### config.mk
export PLATFORM = sky130hd
export DESIGN_NAME = spad_pingpong_sched_flat
export DESIGN_NICKNAME = d
export VERILOG_FILES = /design/src/rtl/spad_pingpong_sched_if.sv /design/src/rtl/spad_pingpong_sched.sv /design/src/flat_wrapper.sv
export SDC_FILE = /design/constraint.sdc
export NUM_CORES = 1
export LEC_CHECK = 0
export ABC_AREA = 1
export BUFFER_PORTS_ARGS = -buffer_cell sky130_fd_sc_hd__buf_2
export CELL_PAD_IN_SITES_DETAIL_PLACEMENT = 2
export CELL_PAD_IN_SITES_GLOBAL_PLACEMENT = 2
export CORE_UTILIZATION = 29
export DETAILED_ROUTE_END_ITERATION = 6
export HOLD_SLACK_MARGIN = 0.02
export PLACE_DENSITY_LB_ADDON = 0.15
export SYNTH_ARGS = -nofsm -noshare
export SYNTH_HDL_FRONTEND = slang
export SYNTH_SLANG_ARGS = --single-unit
### constraint.sdc
create_clock -name clk_i -period 2.2 [get_ports clk_i]
set_clock_uncertainty 0.1 [all_clocks]
set_input_delay 0.11 -clock clk_i [delete_from_list [all_inputs] [get_ports clk_i]]
set_output_delay 0.11 -clock clk_i [all_outputs]
set_load 0.02 [all_outputs]
### src/rtl/spad_pingpong_sched_if.sv
// Handshake and configuration bundle between the ping-pong scheduler and its
// neighbours: the top-level FSM, the scratchpad arbiter and the matmul controller.
interface spad_pingpong_sched_if #(
    parameter int ADDR_WIDTH = 32,
    parameter int REG_WIDTH  = 32,
    parameter int TILE_W     = 16
);
    logic                  start_i;
    logic [TILE_W-1:0]     tile_count_i;
    logic [ADDR_WIDTH-1:0] a_base_i;
    logic [ADDR_WIDTH-1:0] b_base_i;
    logic [ADDR_WIDTH-1:0] a_stride_i;
    logic [ADDR_WIDTH-1:0] b_stride_i;
    logic [REG_WIDTH-1:0]  a_len_i;
    logic [REG_WIDTH-1:0]  b_len_i;
    logic                  load_done_i;
    logic                  comp_done_i;

    logic                  load_req_o;
    logic [ADDR_WIDTH-1:0] load_a_addr_o;
    logic [ADDR_WIDTH-1:0] load_b_addr_o;
    logic [REG_WIDTH-1:0]  load_a_len_o;
    logic [REG_WIDTH-1:0]  load_b_len_o;
    logic                  bram_rd_sel_o;
    logic                  comp_start_o;
    logic [TILE_W-1:0]     comp_tile_o;
    logic                  busy_o;
    logic                  done_o;

    modport master (
        input  start_i, tile_count_i, a_base_i, b_base_i, a_stride_i, b_stride_i,
               a_len_i, b_len_i, load_done_i, comp_done_i,
        output load_req_o, load_a_addr_o, load_b_addr_o, load_a_len_o, load_b_len_o,
               bram_rd_sel_o, comp_start_o, comp_tile_o, busy_o, done_o
    );

    modport slave (
        output start_i, tile_count_i, a_base_i, b_base_i, a_stride_i, b_stride_i,
               a_len_i, b_len_i, load_done_i, comp_done_i,
        input  load_req_o, load_a_addr_o, load_b_addr_o, load_a_len_o, load_b_len_o,
               bram_rd_sel_o, comp_start_o, comp_tile_o, busy_o, done_o
    );
endinterface

### src/rtl/spad_pingpong_sched.sv
// Double-buffer tile scheduler: loads tile k+1 into one scratchpad bank while the
// compute engine works on tile k from the other bank.
module spad_pingpong_sched #(
    parameter int ADDR_WIDTH = 32,
    parameter int REG_WIDTH  = 32,
    parameter int TILE_W     = 16
) (
    input  logic                  clk_i,
    input  logic                  rst_n,
    spad_pingpong_sched_if.master bus
);

    localparam logic [2:0] S_IDLE    = 3'd0;
    localparam logic [2:0] S_PRELOAD = 3'd1;
    localparam logic [2:0] S_OVERLAP = 3'd2;
    localparam logic [2:0] S_SWAP    = 3'd3;
    localparam logic [2:0] S_DRAIN   = 3'd4;

    logic [2:0]            state;
    logic [TILE_W-1:0]     n_q;
    logic [TILE_W-1:0]     ld_idx;
    logic [TILE_W-1:0]     cp_idx;
    logic [ADDR_WIDTH-1:0] a_stride_q;
    logic [ADDR_WIDTH-1:0] b_stride_q;
    logic [ADDR_WIDTH-1:0] a_addr_q;
    logic [ADDR_WIDTH-1:0] b_addr_q;
    logic [REG_WIDTH-1:0]  a_len_q;
    logic [REG_WIDTH-1:0]  b_len_q;
    logic [TILE_W-1:0]     tile_q;
    logic                  req_q;
    logic                  req_prev;
    logic                  sel_q;
    logic                  start_q;
    logic                  done_q;
    logic                  busy_q;
    logic                  ld_flag;
    logic                  cp_flag;

    logic                  load_accept;
    logic                  ld_seen;
    logic                  cp_seen;

    // The arbiter's done flag can still be high from the previous load, so it is
    // only trusted once the request has been up for at least one full cycle.
    assign load_accept = req_q && req_prev && !ld_flag && bus.load_done_i;
    assign ld_seen     = ld_flag || load_accept;
    assign cp_seen     = cp_flag || bus.comp_done_i;

    always_ff @(posedge clk_i) begin
        if (!rst_n) begin
            state      <= S_IDLE;
            n_q        <= '0;
            ld_idx     <= '0;
            cp_idx     <= '0;
            a_stride_q <= '0;
            b_stride_q <= '0;
            a_addr_q   <= '0;
            b_addr_q   <= '0;
            a_len_q    <= '0;
            b_len_q    <= '0;
            tile_q     <= '0;
            req_q      <= 1'b0;
            req_prev   <= 1'b0;
            sel_q      <= 1'b0;
            start_q    <= 1'b0;
            done_q     <= 1'b0;
            busy_q     <= 1'b0;
            ld_flag    <= 1'b0;
            cp_flag    <= 1'b0;
        end else begin
            req_prev <= req_q;
            start_q  <= 1'b0;
            done_q   <= 1'b0;

            case (state)
                S_IDLE: begin
                    if (bus.start_i) begin
                        if (bus.tile_count_i == '0) begin
                            done_q <= 1'b1;
                        end else begin
                            n_q        <= bus.tile_count_i;
                            a_stride_q <= bus.a_stride_i;
                            b_stride_q <= bus.b_stride_i;
                            a_len_q    <= bus.a_len_i;
                            b_len_q    <= bus.b_len_i;
                            a_addr_q   <= bus.a_base_i;
                            b_addr_q   <= bus.b_base_i;
                            ld_idx     <= '0;
                            cp_idx     <= '0;
                            sel_q      <= 1'b0;
                            ld_flag    <= 1'b0;
                            cp_flag    <= 1'b0;
                            req_q      <= 1'b1;
                            busy_q     <= 1'b1;
                            state      <= S_PRELOAD;
                        end
                    end
                end

                S_PRELOAD: begin
                    if (load_accept) begin
                        req_q  <= 1'b0;
                        ld_idx <= TILE_W'(1);
                        state  <= S_SWAP;
                    end
                end

                // Load and compute finish in either order; both must be in hand
                // before the banks may swap.
                S_OVERLAP: begin
                    if (load_accept) begin
                        req_q <= 1'b0;
                    end
                    if (ld_seen && cp_seen) begin
                        ld_flag <= 1'b0;
                        cp_flag <= 1'b0;
                        state   <= S_SWAP;
                    end else begin
                        ld_flag <= ld_seen;
                        cp_flag <= cp_seen;
                    end
                end

                S_SWAP: begin
                    sel_q   <= ~sel_q;
                    start_q <= 1'b1;
                    tile_q  <= cp_idx;
                    cp_idx  <= cp_idx + TILE_W'(1);
                    if (ld_idx < n_q) begin
                        a_addr_q <= a_addr_q + a_stride_q;
                        b_addr_q <= b_addr_q + b_stride_q;
                        req_q    <= 1'b1;
                        ld_idx   <= ld_idx + TILE_W'(1);
                        state    <= S_OVERLAP;
                    end else begin
                        state    <= S_DRAIN;
                    end
                end

                S_DRAIN: begin
                    if (bus.comp_done_i) begin
                        done_q <= 1'b1;
                        busy_q <= 1'b0;
                        state  <= S_IDLE;
                    end
                end

                default: begin
                    req_q  <= 1'b0;
                    busy_q <= 1'b0;
                    state  <= S_IDLE;
                end
            endcase
        end
    end

    assign bus.load_req_o    = req_q;
    assign bus.load_a_addr_o = a_addr_q;
    assign bus.load_b_addr_o = b_addr_q;
    assign bus.load_a_len_o  = a_len_q;
    assign bus.load_b_len_o  = b_len_q;
    assign bus.bram_rd_sel_o = sel_q;
    assign bus.comp_start_o  = start_q;
    assign bus.comp_tile_o   = tile_q;
    assign bus.busy_o        = busy_q;
    assign bus.done_o        = done_q;

endmodule

### src/flat_wrapper.sv
// flat-port wrapper written by rule: the top's interface ports become plain ports
module spad_pingpong_sched_flat 
#(
    parameter int ADDR_WIDTH = 32,
    parameter int REG_WIDTH  = 32,
    parameter int TILE_W     = 16
)
  (clk_i, rst_n, bus_start_i, bus_tile_count_i, bus_a_base_i, bus_b_base_i, bus_a_stride_i, bus_b_stride_i, bus_a_len_i, bus_b_len_i, bus_load_done_i, bus_comp_done_i, bus_load_req_o, bus_load_a_addr_o, bus_load_b_addr_o, bus_load_a_len_o, bus_load_b_len_o, bus_bram_rd_sel_o, bus_comp_start_o, bus_comp_tile_o, bus_busy_o, bus_done_o);
  spad_pingpong_sched_if #(.ADDR_WIDTH(ADDR_WIDTH), .REG_WIDTH(REG_WIDTH), .TILE_W(TILE_W)) bus_i ();
  input  logic clk_i;
  input  logic rst_n;
  input wire logic [$bits(bus_i.start_i)-1:0] bus_start_i;
  input wire logic [$bits(bus_i.tile_count_i)-1:0] bus_tile_count_i;
  input wire logic [$bits(bus_i.a_base_i)-1:0] bus_a_base_i;
  input wire logic [$bits(bus_i.b_base_i)-1:0] bus_b_base_i;
  input wire logic [$bits(bus_i.a_stride_i)-1:0] bus_a_stride_i;
  input wire logic [$bits(bus_i.b_stride_i)-1:0] bus_b_stride_i;
  input wire logic [$bits(bus_i.a_len_i)-1:0] bus_a_len_i;
  input wire logic [$bits(bus_i.b_len_i)-1:0] bus_b_len_i;
  input wire logic [$bits(bus_i.load_done_i)-1:0] bus_load_done_i;
  input wire logic [$bits(bus_i.comp_done_i)-1:0] bus_comp_done_i;
  output wire logic [$bits(bus_i.load_req_o)-1:0] bus_load_req_o;
  output wire logic [$bits(bus_i.load_a_addr_o)-1:0] bus_load_a_addr_o;
  output wire logic [$bits(bus_i.load_b_addr_o)-1:0] bus_load_b_addr_o;
  output wire logic [$bits(bus_i.load_a_len_o)-1:0] bus_load_a_len_o;
  output wire logic [$bits(bus_i.load_b_len_o)-1:0] bus_load_b_len_o;
  output wire logic [$bits(bus_i.bram_rd_sel_o)-1:0] bus_bram_rd_sel_o;
  output wire logic [$bits(bus_i.comp_start_o)-1:0] bus_comp_start_o;
  output wire logic [$bits(bus_i.comp_tile_o)-1:0] bus_comp_tile_o;
  output wire logic [$bits(bus_i.busy_o)-1:0] bus_busy_o;
  output wire logic [$bits(bus_i.done_o)-1:0] bus_done_o;
  assign bus_i.start_i = bus_start_i;
  assign bus_i.tile_count_i = bus_tile_count_i;
  assign bus_i.a_base_i = bus_a_base_i;
  assign bus_i.b_base_i = bus_b_base_i;
  assign bus_i.a_stride_i = bus_a_stride_i;
  assign bus_i.b_stride_i = bus_b_stride_i;
  assign bus_i.a_len_i = bus_a_len_i;
  assign bus_i.b_len_i = bus_b_len_i;
  assign bus_i.load_done_i = bus_load_done_i;
  assign bus_i.comp_done_i = bus_comp_done_i;
  assign bus_load_req_o = bus_i.load_req_o;
  assign bus_load_a_addr_o = bus_i.load_a_addr_o;
  assign bus_load_b_addr_o = bus_i.load_b_addr_o;
  assign bus_load_a_len_o = bus_i.load_a_len_o;
  assign bus_load_b_len_o = bus_i.load_b_len_o;
  assign bus_bram_rd_sel_o = bus_i.bram_rd_sel_o;
  assign bus_comp_start_o = bus_i.comp_start_o;
  assign bus_comp_tile_o = bus_i.comp_tile_o;
  assign bus_busy_o = bus_i.busy_o;
  assign bus_done_o = bus_i.done_o;
  spad_pingpong_sched #(.ADDR_WIDTH(ADDR_WIDTH), .REG_WIDTH(REG_WIDTH), .TILE_W(TILE_W)) u_core (.clk_i(clk_i), .rst_n(rst_n), .bus(bus_i));
endmodule
Word-level counts from Yosys, hierarchy flattened
Cells that the tools add are included.
{ "word_totals": {"reg_bits": 267, "in_bits": 213, "output_inout_bits": 149, "word_cells": 101} }
{ "classes": {"addsub": 4, "magnitude_cmp": 1, "eq_ne": 11, "muxes": 40, "bitwise_logic": 4, "reduce_logical": 22} }
{ "ops": {"columns": ["cell", "count"], "rows": [
  ["$mux 32", 6],
  ["$pmux 32 s2", 2],
  ["$add 32x32->32", 2],
  ["$mux 16", 4],
  ["$pmux 16 s3", 1],
  ["$add 16x1->16 const B", 2],
  ["$pmux 16 s2", 1],
  ["$mux 3", 6],
  ["$logic_not 16->1", 1],
  ["$lt 16x16->1", 1],
  ["$pmux 3 s5", 1],
  ["$reduce_and 5->1", 3],
  ["$mux 1", 13],
  ["$reduce_and 3->1", 3],
  ["$ne 2x1->1 const B", 4],
  ["$pmux 1 s2", 4],
  ["$reduce_and 4->1", 2],
  ["$eq 3x2->1 const B", 2],
  ["$ne 2x2->1 const B", 3],
  ["$logic_and 1x1->1", 4],
  ["$not 1->1", 4],
  ["$pmux 1 s4", 1],
  ["$reduce_bool 2->1", 2],
  ["$eq 3x1->1 const B", 1],
  ["8 further kinds", 9]
]} }

Longest topological paths before layout
{ "depth": {"ltp_word": 7, "mapped_depth": 17, "ltp_nobuf": 16} }

Worst setup path before layout
Ideal clock, no wire load.
{ "synth_path": {"kind": "flip-flop to flip-flop", "from": "reg u_core.a_addr_q[0] (netlist: u_core.bus.load_a_addr_o[0])", "to": "reg u_core.a_addr_q[30] (netlist: u_core.bus.load_a_addr_o[30])", "setup_time_ns": 0.112, "arrival_time_ns": 1.917, "t_required_ns": 1.988, "path_slack_ns": 0.071, "stages_incl_launch_ff": 15, "n_path_buf": 0, "synth_period_minus_slack_ns": 2.129, "path_cell_list": "dfxtp_1 ha_1 fa_1 nand3_1 nand3_1 nand2_1 nand2_1 nand2_1 nand2_1 nand2_1 nand2_1 nor2_1 nor2_1 nor2_1 nor2_1"} }
{ "synth_via": {"elab_chain_cells": 3} }
{ "synth_rtl": {"columns": ["item", "line", "source"], "rows": [
  ["start, declared", "spad_pingpong_sched.sv:25", "logic [ADDR_WIDTH-1:0] a_addr_q;"],
  ["start signal, assigned", "spad_pingpong_sched.sv:86", "a_addr_q <= bus.a_base_i;"],
  ["start signal, assigned", "spad_pingpong_sched.sv:130", "a_addr_q <= a_addr_q + a_stride_q;"],
  ["$add 32x32->32", "spad_pingpong_sched.sv:130", null],
  ["$mux 32", "spad_pingpong_sched.sv:129", "if (ld_idx < n_q) begin"],
  ["$pmux 32 s2", "spad_pingpong_sched.sv:75", "case (state)"]
]} }
No other way between the ends. The select of a mux whose other input is x is not followed.
A chain may end at the register's enable or synchronous reset.

Final worst setup path
{ "layout_path": {"from": "reg u_core.b_addr_q[4] (netlist: u_core.bus.load_b_addr_o[4])", "to": "reg u_core.b_addr_q[9] (netlist: u_core.bus.load_b_addr_o[9])"} }
{ "layout_via": {"elab_chain_cells": 3} }
{ "layout_rtl": {"columns": ["item", "line", "source"], "rows": [
  ["start, declared", "spad_pingpong_sched.sv:26", "logic [ADDR_WIDTH-1:0] b_addr_q;"],
  ["start signal, assigned", "spad_pingpong_sched.sv:87", "b_addr_q <= bus.b_base_i;"],
  ["start signal, assigned", "spad_pingpong_sched.sv:131", "b_addr_q <= b_addr_q + b_stride_q;"],
  ["$add 32x32->32", "spad_pingpong_sched.sv:131", null],
  ["$mux 32", "spad_pingpong_sched.sv:129", null],
  ["$pmux 32 s2", "spad_pingpong_sched.sv:75", null]
]} }
No other way between the ends. The select of a mux whose other input is x is not followed.

==> flow_metrics.env <==
export IMPL_critPathCaptureType="flop"
export IMPL_cts_made_buffers=36
export IMPL_die_w_um=242
export IMPL_worstMarginPinSlew_ps=625
export IMPL_post_place_ws_ps=-217
export IMPL_syn_inst=2766
export IMPL_leakagePower_nw=13.0
export IMPL_antenna_found_initial=12
export IMPL_ys_ff_latch=267
export IMPL_power_frac_comb_pct=55.2
export IMPL_r2r_slack_ps=-250
export IMPL_start_util_pct=29.4
export IMPL_ys_seq_area_share_pct=32.1
export IMPL_period_needed_ps=2450
export IMPL_grt_setup_unrepaired="true"
export IMPL_numPortBuffers=361
export IMPL_wl_per_cell_um=24.9
export IMPL_hold_violations=0
export IMPL_antenna_left=0
export IMPL_syn_cell_area_um2=16700
export IMPL_totalWireLength_um=107000
export IMPL_io_pins=362
export IMPL_dr_first_iter_drc_count=972
export IMPL_worstPathArrival_ps=2810
export IMPL_tritoncts="built"
export IMPL_yosys_warnings=0
export IMPL_stdcell_count=4272
export IMPL_fin_util_pct=46.4
export IMPL_cts_root_buf="clkbuf_16"
export IMPL_outcome="finished with violations"
export IMPL_die_area_um2=58400
export IMPL_sequentialPowerShare_pct=23.6
export IMPL_grt_total_usage_pct=29.4
export IMPL_slew_violations=0
export IMPL_synth_area_leaders="dfxtp_1 (32%), nand2_1 (19%), inv_1 (11%), a21oi_1 (7.5%), nor2_1 (6.6%)"
export IMPL_first_pass_iters=5
export IMPL_crit_top_cell="nand2_1"
export IMPL_fillers=6521
export IMPL_ys_types=41
export IMPL_vias=22100
export IMPL_core_um2=56600
export IMPL_clk_path_buf_depth=3
export IMPL_slowest_stage="dfxtp_2"
export IMPL_first_global_vias=23900
export IMPL_final_nets=3769
export IMPL_tns_ps=-6660
export IMPL_syn_avg_cell_area_um2=6.03
export IMPL_htreeDepth=2
export IMPL_p_int_mw=16.9
export IMPL_max_cap_violations=0
export IMPL_timing_hold_worst_class="in2reg"
export IMPL_synth_largest_area_cell="dfxtp_1"
export IMPL_ys_top_cells_by_count="nand2_1 (835), inv_1 (491), nor2_1 (294)"
export IMPL_synth_async_reset_ratio_pct=0
export IMPL_placed_cells=3941
export IMPL_fin_ws_ps=-253
export IMPL_clkSlewWorstSetupHoldPaths_ps=70
export IMPL_finalSetupViolCount=71
export IMPL_grt_max_degree=69
export IMPL_synth_top_cell_area_share_pct=32.1
export IMPL_startpoint_type="flop"
export IMPL_slew_headroom_pct=58.3
export IMPL_violations="negative setup slack"
export IMPL_clkPwrFrac_pct=21.2
export IMPL_fmax_mhz=408
export IMPL_synth_edf_count=0
export IMPL_synth_most_common_cell="nand2_1"
export IMPL_worstSetupPathType="reg2reg"
export IMPL_clock_sinks=267
export IMPL_place_gp_congestion=0.877
export IMPL_crit_fanout=5
export IMPL_syn_to_final_growth_pct=57.6
export IMPL_drc=0
export IMPL_post_route_period_util_pct=112
export IMPL_cpPeakStageDelay_ps=420
export IMPL_vias_per_cell=5.18
export IMPL_grt_overflow_total=0
export IMPL_hpwl_um=55800
export IMPL_drive_above_1_share_pct=29.5
export IMPL_holdWs_ps=277
export IMPL_crit_chain="ha_4, nand2_1, nand2_1, inv_1, nand2_1, nand2_1, nand3b_1, or2_4, nand3_1, nand2_1, nor2_1, nor2_1"
export IMPL_clock_latency_ps=580
export IMPL_fp_dieH_um=242
export IMPL_peakVddDrop_uv=563
export IMPL_power_density_nw_per_um2=1220
export IMPL_swShare_pct=47.1
export IMPL_grt_pass1_wl_um=136000
export IMPL_synth_ff_type="dfxtp_1"
export IMPL_switching_power_mw=15.1
export IMPL_crit_required_ps=2560
export IMPL_synthesis_nets=3060
export IMPL_rows=87
==> repair_timing <==
action,4_1_cts,5_1_grt
hold endpoints to repair,226,0
setup endpoints to repair,77,87
buffers inserted,5,19
resized for setup,65,424
cloned,2,14
pin swaps,10,70
hold buffers,213,0
==> stage by stage <==
step	total power [mW]	cell area, µm²
2_1_floorplan	14.4	16700
3_3_place_gp	18.8	20400
3_5_place_dp	19.5	20400
4_1_cts	27.2	24300
5_1_grt	33.4	26300
6_report	32.0	26300
==> cells by family after synthesis <==
family                     after synthesis  synth area share [%]
AOI/OAI and AO/OA                      439                  13.4
adders and majority gates               81                  6.17
and+or+nand+nor                       1354                  33.3
buffers and inverters                  608                  14.1
xor gates and xnor gates                17                 0.893
DFF                                    267                  32.1
==> layout make-up <==
| type | count | area [µm²] | area share (%) |
|---|---|---|---|
| antenna | 14 | 35.0 | 0.133 |
| clock buffer | 45 | 985 | 3.75 |
| clock inverter | 20 | 317 | 1.21 |
| inverter | 501 | 1880 | 7.17 |
| multi-input combinational | 1892 | 10700 | 40.9 |
| sequential | 267 | 5400 | 20.6 |
| tap | 756 | 946 | 3.60 |
| timing repair buffer | 777 | 5960 | 22.7 |
==> state kept, by name, indices dropped and copies added (netlist names), 3 cells and up <==
signal and count:
u_core.state 3, u_core.bus.load_a_addr_o 32, u_core.bus.load_b_addr_o 32, u_core.bus.load_b_len_o 32
u_core.bus.load_a_len_o 32, u_core.a_stride_q 32, u_core.cp_idx 16, u_core.ld_idx 16
u_core.n_q 16, u_core.bus.comp_tile_o 16, u_core.b_stride_q 32
==> critical path: cells and delay by family (launching register included) <==
family                     cells  cell delay [ps]
DFF                            1              420
adders and majority gates      1              250
buffers and inverters          1              150
and+or+nand+nor               10             1410
==> placed cells by master (no fill, tap or decap), types with 5 or more instances in the layout <==
cell,Yosys,routed
nand4_1,69,69
bufinv_16,0,7
ha_2,0,12
clkbuf_8,0,5
clkinv_2,0,7
buf_4,3,165
nand2_2,1,100
inv_1,491,482
diode_2,0,14
nand3_1,96,82
dfxtp_1,267,225
nand2_1,835,694
ha_1,79,18
buf_6,1,7
o21ai_0,171,167
ha_4,0,49
nand2_4,0,42
inv_2,10,17
o21ai_1,5,8
a21oi_2,0,27
nand3_4,1,5
buf_12,0,18
or2_2,7,5
and2_1,8,6
clkbuf_16,0,46
dlygate4sd3_1,0,213
nor2_1,294,217
xnor2_1,6,6
nand3b_1,16,16
buf_2,41,360
nand3_2,0,11
xor2_1,11,11
nor2_2,2,63
dfxtp_2,0,40
nor2_4,1,17
a21oi_1,249,220
nor3_1,17,13
==> power groups by stage <==
| stage | sequential [mW] | clock [mW] | combinational, mW |
|---|---|---|---|
| after CTS | 7.11 | 6.69 | 13.4 |
| after global placement | 7.03 | 0 | 11.8 |
| after global routing | 7.65 | 7.05 | 18.7 |
| after detailed placement | 7.12 | 0 | 12.4 |
| after floorplan | 7.86 | 0 | 6.56 |
| final | 7.58 | 6.78 | 17.7 |
==> layer usage <==
metal,share of wire [%],track usage [%],up-vias
met2,51,53.8,727
met5,0,0,-
met1,39,34.3,11100
met3,4.6,4.51,294
li1,-,-,10000
met4,4.8,10.8,0
==> path summary, 6_finish.rpt <==
check	end	from	cells after the start
hold reg to reg	u_core.bus.load_b_len_o[27]	u_core.bus.load_b_len_o[27]	2
hold / removal	u_core.a_stride_q[17]	bus_a_stride_i[17]	4
setup reg to reg	u_core.bus.load_b_addr_o[9]	u_core.bus.load_b_addr_o[4]	12
setup / recovery	u_core.bus.load_b_addr_o[9]	u_core.bus.load_b_addr_o[4]	12
(Power assumes the default switching activity.)
